[src/rtl/stopwatch_key_ctrl_if.sv]
// rtl/stopwatch_key_ctrl_if.sv - key inputs and control outputs of the stopwatch front end
interface stopwatch_key_ctrl_if;
   logic       key_start_n;
   logic       key_clear_n;
   logic       run;
   logic       clear_n;
   logic       start_press;
   logic       clear_press;
   logic [1:0] state_dbg;

   modport master (
      output key_start_n,
      output key_clear_n,
      input  run,
      input  clear_n,
      input  start_press,
      input  clear_press,
      input  state_dbg
   );

   modport slave (
      input  key_start_n,
      input  key_clear_n,
      output run,
      output clear_n,
      output start_press,
      output clear_press,
      output state_dbg
   );
endinterface

[src/rtl/stopwatch_key_ctrl.sv]
// rtl/stopwatch_key_ctrl.sv - key synchronizer/debouncer and run/pause/clear FSM
module stopwatch_key_ctrl #(
   parameter int DEBOUNCE_CYCLES = 1000000,
   parameter int CNT_W           = 20,
   parameter int CLEAR_CYCLES    = 2
) (
   input  logic               CLOCK_50,
   input  logic               resetn,
   stopwatch_key_ctrl_if.slave sw
);

   typedef enum logic [1:0] {
      IDLE    = 2'b00,
      RUNNING = 2'b01,
      PAUSED  = 2'b10
   } state_t;

   localparam int              CLR_W    = $clog2(CLEAR_CYCLES + 1);
   localparam logic [CNT_W-1:0] CNT_LAST = CNT_W'(DEBOUNCE_CYCLES - 1);
   localparam logic [CLR_W-1:0] CLR_LOAD = CLR_W'(CLEAR_CYCLES);

   // Bit 0 is the start/stop key, bit 1 the clear key.
   logic [1:0]       raw;
   logic [1:0]       sync1;
   logic [1:0]       sync2;
   logic [1:0]       deb;
   logic [1:0]       deb_d;
   logic [1:0]       fall;
   logic [CNT_W-1:0] cnt [2];

   logic             start_fall;
   logic             clear_fall;
   logic             start_press_q;
   logic             clear_press_q;

   state_t           state;
   state_t           state_nxt;
   logic             run_q;
   logic             run_nxt;
   logic [CLR_W-1:0] clr_cnt;
   logic [CLR_W-1:0] clr_cnt_nxt;

   assign raw = {sw.key_clear_n, sw.key_start_n};

   always_ff @(posedge CLOCK_50 or negedge resetn) begin
      if (!resetn) begin
         sync1 <= 2'b11;
         sync2 <= 2'b11;
         deb   <= 2'b11;
         deb_d <= 2'b11;
         for (int k = 0; k < 2; k++) begin
            cnt[k] <= '0;
         end
      end else begin
         sync1 <= raw;
         sync2 <= sync1;
         deb_d <= deb;
         for (int k = 0; k < 2; k++) begin
            if (sync2[k] == deb[k]) begin
               cnt[k] <= '0;
            end else if (cnt[k] == CNT_LAST) begin
               deb[k] <= sync2[k];
               cnt[k] <= '0;
            end else begin
               cnt[k] <= cnt[k] + 1'b1;
            end
         end
      end
   end

   // A press is a debounced 1->0 step; it drives the FSM in the same cycle it is registered as a pulse.
   assign fall       = deb_d & ~deb;
   assign start_fall = fall[0];
   assign clear_fall = fall[1];

   always_ff @(posedge CLOCK_50 or negedge resetn) begin
      if (!resetn) begin
         state         <= IDLE;
         run_q         <= 1'b0;
         clr_cnt       <= '0;
         start_press_q <= 1'b0;
         clear_press_q <= 1'b0;
      end else begin
         state         <= state_nxt;
         run_q         <= run_nxt;
         clr_cnt       <= clr_cnt_nxt;
         start_press_q <= start_fall;
         clear_press_q <= clear_fall;
      end
   end

   always_comb begin
      state_nxt   = state;
      clr_cnt_nxt = clr_cnt;
      if (clear_fall) begin
         clr_cnt_nxt = CLR_LOAD;
      end else if (clr_cnt != '0) begin
         clr_cnt_nxt = clr_cnt - 1'b1;
      end

      // Clear wins over start; start is also ignored while the clear pulse is still low.
      if (clear_fall) begin
         state_nxt = IDLE;
      end else if (start_fall && (clr_cnt_nxt == '0)) begin
         case (state)
            IDLE:    state_nxt = RUNNING;
            RUNNING: state_nxt = PAUSED;
            PAUSED:  state_nxt = RUNNING;
            default: state_nxt = IDLE;
         endcase
      end

      run_nxt = (state_nxt == RUNNING);
   end

   assign sw.run         = run_q;
   assign sw.clear_n     = (clr_cnt == '0);
   assign sw.start_press = start_press_q;
   assign sw.clear_press = clear_press_q;
   assign sw.state_dbg   = state;

endmodule

[src/flat_wrapper.sv]
// flat-port wrapper written by rule: the top's interface ports become plain ports
module stopwatch_key_ctrl_flat 
#(
   parameter int DEBOUNCE_CYCLES = 1000000,
   parameter int CNT_W           = 20,
   parameter int CLEAR_CYCLES    = 2
)
  (CLOCK_50, resetn, sw_key_start_n, sw_key_clear_n, sw_run, sw_clear_n, sw_start_press, sw_clear_press, sw_state_dbg);
  stopwatch_key_ctrl_if sw_i ();
  input  logic CLOCK_50;
  input  logic resetn;
  input wire logic [$bits(sw_i.key_start_n)-1:0] sw_key_start_n;
  input wire logic [$bits(sw_i.key_clear_n)-1:0] sw_key_clear_n;
  output wire logic [$bits(sw_i.run)-1:0] sw_run;
  output wire logic [$bits(sw_i.clear_n)-1:0] sw_clear_n;
  output wire logic [$bits(sw_i.start_press)-1:0] sw_start_press;
  output wire logic [$bits(sw_i.clear_press)-1:0] sw_clear_press;
  output wire logic [$bits(sw_i.state_dbg)-1:0] sw_state_dbg;
  assign sw_i.key_start_n = sw_key_start_n;
  assign sw_i.key_clear_n = sw_key_clear_n;
  assign sw_run = sw_i.run;
  assign sw_clear_n = sw_i.clear_n;
  assign sw_start_press = sw_i.start_press;
  assign sw_clear_press = sw_i.clear_press;
  assign sw_state_dbg = sw_i.state_dbg;
  stopwatch_key_ctrl #(.DEBOUNCE_CYCLES(DEBOUNCE_CYCLES), .CNT_W(CNT_W), .CLEAR_CYCLES(CLEAR_CYCLES)) u_core (.CLOCK_50(CLOCK_50), .resetn(resetn), .sw(sw_i));
endmodule
[config.mk]
export PLATFORM = sky130hd
export DESIGN_NAME = stopwatch_key_ctrl_flat
export DESIGN_NICKNAME = d
export VERILOG_FILES = /design/src/rtl/stopwatch_key_ctrl_if.sv /design/src/rtl/stopwatch_key_ctrl.sv /design/src/flat_wrapper.sv
export SDC_FILE = /design/constraint.sdc
export NUM_CORES = 1
export LEC_CHECK = 0
export ABC_AREA = 1
export CAP_MARGIN = 10
export CORE_MARGIN = 5
export CORE_UTILIZATION = 55
export DETAILED_ROUTE_END_ITERATION = 8
export PLACE_DENSITY = 0.83
export SYNTH_ARGS = -nofsm -noshare
export SYNTH_HDL_FRONTEND = slang
export SYNTH_SLANG_ARGS = --single-unit
[constraint.sdc]
create_clock -name CLOCK_50 -period 1.4 [get_ports CLOCK_50]
set_clock_uncertainty 0.15 [all_clocks]
set_input_delay 0.14 -clock CLOCK_50 [delete_from_list [all_inputs] [get_ports CLOCK_50]]
set_output_delay 0.14 -clock CLOCK_50 [all_outputs]
set_load 0.01 [all_outputs]
Yosys cells after proc, flatten, opt, wreduce, memory -nomap -nowiden
Cells that the tools add are included.
{"block": "totals", "regBits": 55, "latch_bits": 0, "ram_bits": 0, "rom_bits": 0, "inputBits": 4, "output_inout_bits": 6, "wordCells": 43, "mem_count": 0}
{"block": "op_classes", "add_sub_neg": 3, "multipliers": 0, "n_div": 0, "order_cmp": 0, "eq_ne": 7, "n_shift": 0, "muxes": 9, "bitwise": 4, "reduce_logical": 8}
{"operator": "20-bit two-way mux", "count": 4}
{"operator": "20-bit by 1-bit adder with 20-bit output (second input constant)", "count": 2}
{"operator": "20-bit equality test (second input constant)", "count": 2}
{"operator": "2-bit two-way mux", "count": 4}
{"operator": "2-bit logical NOT", "count": 3}
{"operator": "2-bit by 1-bit equality test with 1-bit output (second input constant)", "count": 2}
{"operator": "2-bit one-hot mux with 2 select lines", "count": 1}
{"operator": "2-bit AND reduction", "count": 2}
{"operator": "2-bit bitwise AND", "count": 1}
{"operator": "1-bit equality test", "count": 2}
{"operator": "2-bit equality test (second input constant)", "count": 1}
{"operator": "1-bit NOT", "count": 2}
{"operator": "2-bit NOT", "count": 1}
{"operator": "2-bit nonzero test", "count": 1}
{"operator": "2-bit OR reduction", "count": 1}
{"operator": "2-bit by 1-bit subtractor with 2-bit output (second input constant)", "count": 1}
{"operator": "1-bit logical AND", "count": 1}

Logic depth before layout (Yosys ltp)
{"block": "depth", "word_depth": 8, "mapped_depth": 8, "ltp_nobuf": 8}

Worst setup path after synthesis
No wires, ideal clock.
{"block": "synth_path", "path_type": "register -> register", "from": "register u_core.cnt[20] (netlist name)", "to": "register u_core.cnt[25] (netlist name)", "setup_ps": 119, "arrival_time_ps": 1165, "t_required_ps": 1131, "path_slack_ps": -34, "path_stages_with_launch": 7, "n_path_buf": 0, "period_less_slack_ps": 1434, "cell_sequence": "dfrtp_1 ha_1 nand3_2 nor2_2 nand3_2 nand2_2 nor2_1"}
{"block": "synth_between", "elab_chain_cells": 3, "elab_cells_between_ends": 4, "classes_between": "add/sub: 1; eq/ne: 1; mux: 2"}
{"item": "start: declaration", "line": "stopwatch_key_ctrl.sv:29", "rtl": "logic [CNT_W-1:0] cnt [2];"}
{"item": "start signal: indexed assignment", "line": "stopwatch_key_ctrl.sv:65", "rtl": "cnt[k] <= cnt[k] + 1'b1;"}
{"item": "20-bit by 1-bit adder with 20-bit output or 20-bit equality test (tied branches)", "line": "stopwatch_key_ctrl.sv:65, stopwatch_key_ctrl.sv:61"}
{"item": "20-bit two-way mux (*)", "line": "stopwatch_key_ctrl.sv:61", "rtl": "end else if (cnt[k] == CNT_LAST) begin"}
{"item": "20-bit two-way mux (*)", "line": "stopwatch_key_ctrl.sv:59", "rtl": "if (sync2[k] == deb[k]) begin"}
Every way passes the cells marked *; elsewhere a longest branch is shown, timed or not.
A chain may end at the register's enable or synchronous reset.

Final worst setup path
{"block": "layout_path", "from": "register u_core.cnt[20] (netlist name)", "to": "register u_core.cnt[29] (netlist name)"}
Same word-level chain as after synthesis.

==> summary.txt <==
Status
  • Outcome: finished with violations
  • Failing checks: negative setup slack

Place
  • Hpwl dp: 4.371 mm
  • IO Port Bufs: 9
  • Dpl ws: -119.9 ps
  • GPL Wtd Cong: 0.9229
  • DP Area: 0.003223 mm²

Power and ir drop
  • Pwr Density: between 600 and 700 mW/mm²
  • Leak Pwr: between 1.5 and 2 nW
  • VDD IR max: about 500 µV

Clock network
  • Clk_lat worst skew: between 300 and 400 ps
  • H-tree Lvls: 2
  • Total CTS buffers: 5
  • CTS clk-pin slew, worst paths: ~110 ps
  • CTS max path bufs: 2
  • CTS tree: built
  • Root Driver: clkbuf_8
  • Clock net sink count: 55

STA
  • F_max: ~640 MHz
  • RSZ-0062 raised after global routing: yes
  • Fin crit share: 112.0%
  • Fin worst setup slack: -167.6 ps
  • Max_slew headroom: approximately four fifths
  • Least-Margin Pin Slew: approximately 300 ps
  • Final setup viols: 34
  • Fin. Hold Viols: 0
  • Fin. max-slew vios: 0
  • Crit path time final: approximately 1600 ps

Logic synthesis
  • Syn nets: 359
  • Post-Syn Area: about 0.0028 mm²
  • Most frequent cell after synthesis: nor2_1
  • Synthesized instance count: ~350
  • Synth top area share: 41.95%
  • Main synth FF type: dfrtp_1
  • Biggest area consumer among synthesized cells: dfrtp_1
  • Yosys reg bits: 55
  • Ranking of synthesized cells by area: dfrtp_1, nor2_1, nand2_1
  • Number of synthesized flops with an enable pin: 0
  • Synth async-reset ratio: 100.0%
  • Most frequent cells after synthesis: nor2_1, nand2_1, dfrtp_1
  • Seq/Total Area, Yosys: approximately 49%
  • Avg Inst Size Synth: a little under 8 µm²
  • Synth cell types: 24
  • Yosys warnings: 0

Floorplan
  • Core area: a little over 0.005 mm²
  • Die Width: between 80 and 90 µm
  • Boundary pin count: 10
  • Chip height: just over 80 µm
  • Die footprint: 0.006626 mm²
  • Initial Util: a little under three fifths
  • Num rows: 26

Layout
  • Final net count: approximately 430
  • Final instance area: approximately 0.004 mm²
  • Antenna Cells: 0
  • Area grow syn2layout: 40.29%
  • Fraction of layout instances using a drive strength above 1: 41.08%

Setup path
  • Critical Path AT: about 1600 ps
  • Reg2reg path depth: 8
  • Crit path required time: about 1500 ps
  • RR Startpoint: u_core.cnt[20]
  • CP Max Fanout: 4
  • Crit path capture type: flop
  • CP startpoint kind: flop
  • Crit path from: u_core.cnt[20]
  • Worst Path Class, Setup: reg2reg

GRT
  • Largest net degree at the start of global routing: 56
  • Overall routing resource usage: 22.79%
  • Antenna violations before repair: 0
  • First-pass GRT wire length: about 12 mm
  • Grt ovf: 0
  • Vias in the first global route: ~2600

Job
  • MaxCap Viol Count: 0

Routing
  • Initial DRC count: 270
  • Vias per cell: around 5.5
  • DR vias: 2752
  • Drt pass-1 iters: 5
  • WL final: 8.390 mm
  • Antenna Nets Post-Route: 0
  • Drc violations: 0
  • WL per Instance: roughly 17 µm

Min path
  • Hold path depth: 1
  • Worst hold path type: in2reg
  • Hold Crit Start: sw_key_start_n
-- what timing repair did --
| action | in CTS | in global routing |
|---|---|---|
| endpoints found under the setup margin | 42 | 43 |
| resized for setup | 51 | 78 |
| hold buffers | 1 | 0 |
| setup buffers | 13 | 13 |
| hold endpoints to repair | 55 | 0 |
| pin swaps | 23 | 30 |
-- where the power goes --
part | internal [mW] | switching, mW | total, mW
logic | 0.0650 | 0.0901 | 0.155
clock network | 0.369 | 0.586 | 0.955
registers | 1.61 | 0.0201 | 1.63
total | 2.05 | 0.696 | 2.74
-- cell type report --
type	instances	area (µm²)
multi-input cells	257	1660
flip-flops and latches	55	1396
fillers	288	1109
repair buffers	66	543.0
inverters	40	150.1
well taps	70	87.58
clock buffers	5	68.82
clock inverters	3	27.53
-- logic make-up after synthesis --
kind of cell / Yosys count / synth area share [%]
simple gates: 219 / 34.18
fa+ha+maj: 2 / 0.8923
compound gates: 14 / 2.856
flops: 55 / 49.44
buf+inv: 41 / 5.488
xor+xnor: 22 / 7.140
-- worst paths after layout --
kind | end | slack, ps
setup / recovery | u_core.cnt[29] | -170
hold / removal | u_core.sync1[0] | 70
setup reg to reg | u_core.cnt[29] | -170
hold reg to reg | u_core.sync2[0] | 220
max in group asynchronous | u_core.sync1[1] | 590
min in group asynchronous | u_core.cnt[36] | 190
-- metal layers --
| layer | global-route usage, % | vias up | routed length (µm) |
|---|---|---|---|
| met3 | 4.213 | 37 | 461 |
| met4 | 11.15 | 0 | 297 |
| met1 | 27.46 | 1348 | 3080 |
| met5 | 0 | - | 0 |
| li1 | - | 1240 | - |
| met2 | 38.93 | 127 | 4550 |
-- registers in the layout, indices dropped and copies added (netlist names) --
register / cells
u_core.sw.start_press: 1
u_core.sync2: 2
u_core.sw.clear_press: 1
u_core.sw.state_dbg: 2
u_core.deb_d: 2
u_core.sync1: 2
u_core.cnt: 40
u_core.deb: 2
u_core.sw.run: 1
u_core.clr_cnt: 2
-- stage by stage --
stage               std cells  setup TNS [ps]  power (mW)  util, %  hold slack (ps)
floorplan                 353               0       1.704        -           -305.6
global placement          461          -584.0       1.771    63.92            5.319
detailed placement        461           -1991       1.775    63.92            6.945
CTS                       483           -1739       2.721    70.89            67.62
global route              496           -5636       2.838    78.01            60.16
finish                    496           -2874       2.743    78.01            74.52
-- worst max-delay path: stages (launching register included) --
cell and delay (ps):
dfrtp_1 430, buf_4 140, buf_6 80, inv_2 40, nor2_4 160, nand2_4 100
nor2_4 140, xor2_1 170, nor2_1 60
-- placed cells by master, fill, tap and decap left out, types with 11 or more instances in the layout --
master / instances
inv_1: 33
nand2_1: 51
dfrtp_1: 39
nor2_2: 20
buf_4: 48
nor2_4: 18
xor2_1: 12
nor2_1: 63
nand3_1: 12
nand2_2: 14
nand3_2: 11
Note: power is estimated with default switching activity, not from simulation.
